--- config.mk ---
export PLATFORM = sky130hd
export DESIGN_NAME = fetch_unit
export DESIGN_NICKNAME = d
export VERILOG_FILES = /design/src/rtl/fetch_unit_pkg.sv /design/src/rtl/fetch_unit_skid_buf.sv /design/src/rtl/fetch_unit.sv
export SDC_FILE = /design/constraint.sdc
export NUM_CORES = 1
export LEC_CHECK = 0
export ABC_AREA = 0
export CAP_MARGIN = 25
export CORE_ASPECT_RATIO = 0.7
export CORE_MARGIN = 2
export CORE_UTILIZATION = 52
export CTS_CLUSTER_SIZE = 30
export DETAILED_ROUTE_END_ITERATION = 8
export GPL_ROUTABILITY_DRIVEN = 0
export PLACE_DENSITY = 0.95
export SLEW_MARGIN = 25
export SYNTH_ARGS = -nofsm -noshare
export SYNTH_HDL_FRONTEND = slang
export SYNTH_SLANG_ARGS = --single-unit
--- constraint.sdc ---
create_clock -name CLK -period 8.3 [get_ports CLK]
set_input_delay 1.245 -clock CLK [delete_from_list [all_inputs] [get_ports CLK]]
set_output_delay 1.245 -clock CLK [all_outputs]
set_load 0.03 [all_outputs]
--- src/rtl/fetch_unit_pkg.sv ---
// fetch_unit_pkg: shared CPU fetch types, reset PC and address alignment helper
package fetch_unit_pkg;
  typedef logic [31:0] word_t;
  typedef enum logic [1:0] {FETCH, HOLD, HALTED} fetch_state_t;
  localparam word_t PC_INIT_DEFAULT = 32'h0000_0000;
  function automatic word_t align_word(input word_t a);
    return {a[31:2], 2'b00};
  endfunction
endpackage

--- src/rtl/fetch_unit_skid_buf.sv ---
// fetch_unit_skid_buf: one-entry instr/npc holding register for stalled fetches
module fetch_skid_buf
  import fetch_unit_pkg::*;
(
  input  logic  clk,
  input  logic  rst,
  input  logic  capture_i,
  input  logic  release_i,
  input  logic  invalidate_i,
  input  word_t instr_i,
  input  word_t npc_i,
  output word_t instr_o,
  output word_t npc_o,
  output logic  valid_o
);
  word_t instr_q, npc_q;
  logic  valid_q;
  always_ff @(posedge clk) begin
    if (rst) begin
      instr_q <= '0;
      npc_q   <= '0;
      valid_q <= 1'b0;
    end else if (capture_i) begin
      instr_q <= instr_i;
      npc_q   <= npc_i;
      valid_q <= 1'b1;
    end else if (invalidate_i || release_i) begin
      valid_q <= 1'b0;
    end
  end
  assign instr_o = instr_q;
  assign npc_o   = npc_q;
  assign valid_o = valid_q;
endmodule

--- src/rtl/fetch_unit.sv ---
// fetch_unit: PC, instruction-memory request and IF/ID latch control with skid buffer
module fetch_unit
  import fetch_unit_pkg::*;
#(
  parameter word_t PC_INIT = PC_INIT_DEFAULT,
  parameter int    PC_STEP = 4
) (
  input  logic  CLK,
  input  logic  RST,
  output logic  imem_ren,
  output word_t imem_addr,
  input  word_t imem_load,
  input  logic  ihit,
  input  logic  stall,
  input  logic  redirect,
  input  word_t redirect_pc,
  input  logic  halt,
  output word_t instr_o,
  output word_t npc_o,
  output logic  en_o,
  output logic  flush_o
);
  fetch_state_t state_q, st;
  word_t pc_q, pc_v, pc_inc, buf_instr, buf_npc;
  logic in_fetch, in_hold, active, redir, cap, rel, buf_valid;
  // reset forces the visible state so outputs are already the post-reset values
  assign st       = RST ? FETCH : state_q;
  assign pc_v     = RST ? PC_INIT : pc_q;
  assign pc_inc   = pc_v + word_t'(PC_STEP);
  assign in_fetch = st == FETCH;
  assign in_hold  = st == HOLD;
  assign active   = st != HALTED;
  assign redir    = !RST && active && redirect;
  assign cap      = !RST && in_fetch && ihit && stall && !redirect && !halt;
  assign rel      = in_hold && !stall;
  assign imem_ren  = in_fetch;
  assign imem_addr = pc_v;
  assign instr_o   = (in_hold && buf_valid) ? buf_instr : imem_load;
  assign npc_o     = (in_hold && buf_valid) ? buf_npc : pc_inc;
  assign en_o      = !redir && (in_fetch ? ihit && !stall : rel);
  assign flush_o   = redir;
  always_ff @(posedge CLK) begin
    if (RST) begin
      state_q <= FETCH;
      pc_q    <= PC_INIT;
    end else if (redir) begin
      state_q <= FETCH;
      pc_q    <= align_word(redirect_pc);
    end else if (active) begin
      if (in_fetch && ihit) pc_q <= pc_inc;
      state_q <= halt ? HALTED : cap ? HOLD : rel ? FETCH : state_q;
    end
  end
  fetch_skid_buf u_skid (
    .clk         (CLK),
    .rst         (RST),
    .capture_i   (cap),
    .release_i   (rel),
    .invalidate_i(redir),
    .instr_i     (imem_load),
    .npc_i       (pc_inc),
    .instr_o     (buf_instr),
    .npc_o       (buf_npc),
    .valid_o     (buf_valid)
  );
endmodule

# --- Word-level counts from Yosys, hierarchy flattened ---
# Index checks and enable logic that the tools add are counted.
totals:
  register_bits: 99
  out_inout_bits: 99
  elab_cells: 49
  inputBits: 70
op_classes:
  n_mux: 13
  eq_ne: 2
  addsub: 1
  n_reduce_logical: 27
ops:
  columns: ["operator", "count"]
  rows:
  - ["2-to-1 mux 32 bit", 6]
  - ["adder 32 x 3 -> 32 bit, second input constant", 1]
  - ["logical AND 1 bit", 12]
  - ["2-to-1 mux 2 bit", 4]
  - ["AND reduction 2 bit", 3]
  - ["nonzero test 2 bit", 3]
  - ["zero test 1 bit", 5]
  - ["2-to-1 mux 1 bit", 3]
  - ["nonzero test 3 bit", 1]
  - ["equality test 2 x 1 -> 1 bit, second input constant", 1]
  - ["zero test 2 bit", 1]
  - ["inequality test 2 bit, second input constant", 1]
  - ["OR reduction 2 bit", 1]
  - ["logical OR 1 bit", 1]

# --- Depth between registers and ports, before layout ---
logic_depth:
  depth_word: 9
  ltp_mapped: 14
  depth_no_buf: 7

# --- By module ---
# Synthesis repeated with hierarchy kept, for this count alone.
hier_totals:
  hier_cells: 734
  area_unflattened_um2: 5746.8
modules_own_cells:
  columns: ["mod", "area_per_inst_um2", "n_inst", "cells_per_inst", "seq_area_each_um2"]
  rows:
  - ["fetch_unit", 3399.5, 1, 524, 680.7]
  - ["fetch_skid_buf", 2347.3, 1, 210, 1301.2]

# --- Least setup slack after synthesis ---
# OpenSTA, ideal clock, no wires.
synth_timing:
  path_type: "input -> output"
  startpoint: "input RST"
  endpoint: "output npc_o[18]"
  arrival_ns: 4.712
  setup_slack_ns: 2.343
  path_buffers: 7
  required_time_ns: 7.055
  path_stages: 14
  cell_sequence: "buf_6 -> buf_2 -> buf_2 -> clkbuf_1 -> clkbuf_1 -> nor2b_1 -> ha_1 -> clkbuf_1 -> and3b_1 -> nand4_1 -> clkbuf_1 -> nor2_1 -> xnor2_1 -> o31ai_1"
synth_via:
  elab_cells_between_ends: 6
  cone_classes: "add/sub: 1; eq/ne: 1; mux: 3; reduce/logical: 1"
synth_lines:
  columns: ["item", "line_no", "rtl"]
  rows:
  - ["start: declaration", "fetch_unit.sv:9", "input logic RST,"]
  - ["2-to-1 mux 32 bit", "fetch_unit.sv:28", "assign pc_v = RST ? PC_INIT : pc_q;"]
  - ["net imem_addr[2]", "fetch_unit.sv:11", "output word_t imem_addr,"]
  - ["adder 32 x 3 -> 32 bit", "fetch_unit.sv:29", "assign pc_inc = pc_v + word_t'(PC_STEP);"]
  - ["2-to-1 mux 32 bit", "fetch_unit.sv:39", "assign npc_o = (in_hold && buf_valid) ? buf_npc : pc_inc;"]
  - ["end: declaration", "fetch_unit.sv:19", "output word_t npc_o,"]
# The timed path passes the listed nets, and every way through them passes these cells.

# --- Final worst setup path ---
layout_timing:
  startpoint: "input RST"
  endpoint: "output npc_o[24]"
layout_via:
  elab_chain_len: 4
  elab_cells_between_ends: 6
  cone_classes: "add/sub: 1; eq/ne: 1; mux: 3; reduce/logical: 1"
layout_lines:
  columns: ["item", "line_no"]
  rows:
  - ["branches (longest 3 deep; another with adder 32 x 3 -> 32 bit)", null]
  - ["2-to-1 mux 32 bit (*)", "fetch_unit.sv:39"]
# Every way passes the cells marked *.

==> flow_summary_export.csv <==
group,metric,value,unit
yosys,yosys_warnings,0,
sta,rsz0062_at_grt,"no",
global_routing,grt_first_pass_wirelength,29400,um
pwr,p_seq_share,41.7,%
pwr,p_sw_share,26.8,%
placed_design,hpwl,12300,um
pwr,power.switching,329,uW
detailed_routing,first_iter_violations,720,
yosys,syn-cell-area,5950,um2
sta,finalCriticalPeriod,5970,ps
floorplanning,die-area,12300,um2
worst_setup_path,critPathMaxFanout,87,
worst_setup_path,crit_slowest_cell,"clkdlybuf4s50_1",
yosys,synth_ff_type,"dfxtp_1",
detailed_routing,ant_nets,0,
detailed_routing,vias,6393,
yosys,yosysSeqAreaShare,33.3,%
pwr,combPwrFrac,17.5,%
sta,setup_viol,0,
sta,min_period_over_period,71.9,%
worst_setup_path,end_kind,"output pin",
pwr,irDropWorstVdd,104,uV
worst_setup_path,cp_num_buf_inv,2,
clock_network,cts_tree,"built",
yosys,yosys.area.top_type_share,33.3,%
yosys,syn_area_per_cell,7.12,um2
global_routing,grt_pass1_vias,5891,
cells_and_area,antenna_cells,0,
sta,fin_setup_tns,0,ps
detailed_routing,post_drt_wl_per_cell,16.4,um
detailed_routing,avgViaCountPerCell,5.78,
floorplanning,core_area,11100,um2
yosys,ys_seq_elements,99,
yosys,synth-edff-count,0,
sta,drv_slew,0,
floorplanning,rows,32,
pwr,power_density,155,nW/um2
clock_network,cts_hold_buf,0,
yosys,async_flop_share,0,%
cells_and_area,num-fill-cells,894,
clock_network,cts-resized-gates,0,
cells_and_area,postLayoutCellArea,7910,um2
worst_setup_path,worst-endpoint-required,7050,ps
run,maxCapViolations,0,
clock_network,clkLatencyLatePin,350,ps
yosys,syn-num-nets,907,
worst_setup_path,cp_top_family,"simple AND/OR/NAND/NOR gates",
pwr,p_clk_share,40.7,%
worst_setup_path,cp.arrival,4720,ps
clock_network,cts_sinks,99,
floorplanning,die_h,93.5,um
detailed_routing,drc_errors,0,
pwr,p_leak,0.00281,uW
global_routing,grt_max_degree,88,
yosys,yosysMostFrequentCell,"nand2_1",
cells_and_area,syn2layout_area_growth,33.0,%
global_routing,grt_use_total,29.3,%
cells_and_area,final_net_count,1019,
sta,fmax,168,MHz
clock_network,numCtsBuffers,9,
yosys,synth_top_cell_by_area,"dfxtp_1",
sta,worst_pin_slew,926,ps
clock_network,cts_setup_buffers,0,
worst_setup_path,crit_chain,"buf_4, nor2b_1, ha_1, and3b_1, nand4_1, or3_1, xor2_1, o21ai_1, clkdlybuf4s50_1",
worst_hold_path,hp-class,"reg -> reg",
global_routing,gr-total-overflow,0,
worst_setup_path,cp_slowest_stage_delay,680,ps
sta,fin_skew,9.01,ps
clock_network,htree_levels,3,
clock_network,cts_buffer_depth,2,
detailed_routing,first_pass_iters,6,
cells_and_area,drive_above_1_share,4.83,%
yosys,syn_inst,836,
run_status,run_status,"finished, final reports clean",
floorplanning,initial_utilization,53.6,%
worst_setup_path,worstSetupPathType,"in -> out",
clock_network,cts-root-buf,"clkbuf_16",
sta,slew_headroom,38.2,%
floorplanning,die_x,132,um
yosys,netlist_top_cells_count,"nand2_1 (228), dfxtp_1 (99), nor2_1 (69)",
floorplanning,ios,169,
placed_design,placed_cell_area,7540,um2
worst_setup_path,setup.worst_path.start_class,"input pin",
sta,hold_viol_final,0,
clock_network,path_clk_slew,70,ps
pwr,cellInternalPower,899,uW
yosys,synth_cell_types,60,
placed_design,io_buffer_count,166,
global_routing,antenna_found_initial,0,
detailed_routing,wl,18100,um
yosys,yosys-top-cells-area,"dfxtp_1 (33%), nand2_1 (14%), a21oi_1 (4.8%)",
[path summary, 6_finish.rpt]
path                                        start           endpoint  slack [ps]  depth (start not counted)
worst max register to register            pc_q[2]           pc_q[30]        5100                          7
worst min-delay path            u_skid.instr_o[5]  u_skid.instr_o[5]         460                          2
worst max-delay path                          RST          npc_o[24]        2330                          9
worst min register to register  u_skid.instr_o[5]  u_skid.instr_o[5]         460                          2
[per-stage QoR]
stage | util [%] | std cells | hold WS (ps) | power, uW | setup WS [ps]
2_1_floorplan | - | 836 | 432 | 638 | 2340
3_3_place_gp | 67.9 | 1090 | 438 | 729 | 2470
3_5_place_dp | 67.9 | 1090 | 447 | 733 | 2410
4_1_cts | 71.2 | 1106 | 457 | 1230 | 2380
5_1_grt | 71.4 | 1106 | 472 | 1260 | 2170
6_report | 71.4 | 1106 | 456 | 1230 | 2330
[power groups by stage]
stage          Clock, uW  Combinational, uW  Sequential, uW
3_5_place_dp           0                212             521
6_report             500                215             512
3_3_place_gp           0                209             521
2_1_floorplan          0                126             512
4_1_cts              503                213             511
5_1_grt              521                229             514
[cell usage in the layout (no fill, tap or decap), types with 4 or more instances in the layout]
master           instances
nand3_1                 16
inv_1                   10
clkbuf_16                9
buf_4                    5
nor4_1                   8
a22oi_1                  8
nor2b_1                 29
nand3b_1                 9
mux2_2                   4
a211oi_1                29
o21ai_0                 34
or3_1                    9
o31a_1                   4
nor3_1                  18
and3_1                   5
clkdlybuf4s50_1        165
nor2_1                  69
a21oi_1                 57
xor2_1                  24
nand4_1                  9
nand2b_1                 5
xnor2_1                 31
nand2_1                227
a311oi_1                 5
dfxtp_1                 99
[registers in the layout (all words and copies together), names as in the netlist]
signal	flops
pc_q	32
u_skid.valid_o	1
u_skid.npc_o	32
u_skid.instr_o	32
state_q	2
[worst reg2reg max path, cell delays in order (launching register included)]
cell,delay (ps)
dfxtp_1,530
nor2b_1,280
ha_1,390
and3b_1,250
nand4_1,570
nor3_2,470
mux2_2,370
a31o_2,230
[cells by family after synthesis]
group	after synthesis	synth area share [%]
AOI/OAI and AO/OA	158	16.3
adders and majority gates	1	0.210
muxes	4	0.757
DFF	99	33.3
xor gates and xnor gates	55	8.10
and+or+nand+nor	440	35.6
buffers and inverters	79	5.78
[final cells by class]
class	count	area, um2	share of cell area (%)
Clock buffer	11	253	3.19
Clock inverter	5	108	1.36
Inverter	10	37.5	0.474
Multi-Input combinational cell	658	3650	46.2
Sequential cell	99	1980	25.0
Tap cell	153	191	2.42
Timing Repair Buffer	170	1690	21.3
[per-layer routing]
metal  up-vias  wire length [um]  track usage [%]
met5         -                 0                0
met4         0               397             9.42
met3        42              2070             7.05
met2       390              8040             47.2
met1      2897              7640             39.0
li1       3064                 -                -
(Power assumes the default switching activity.)
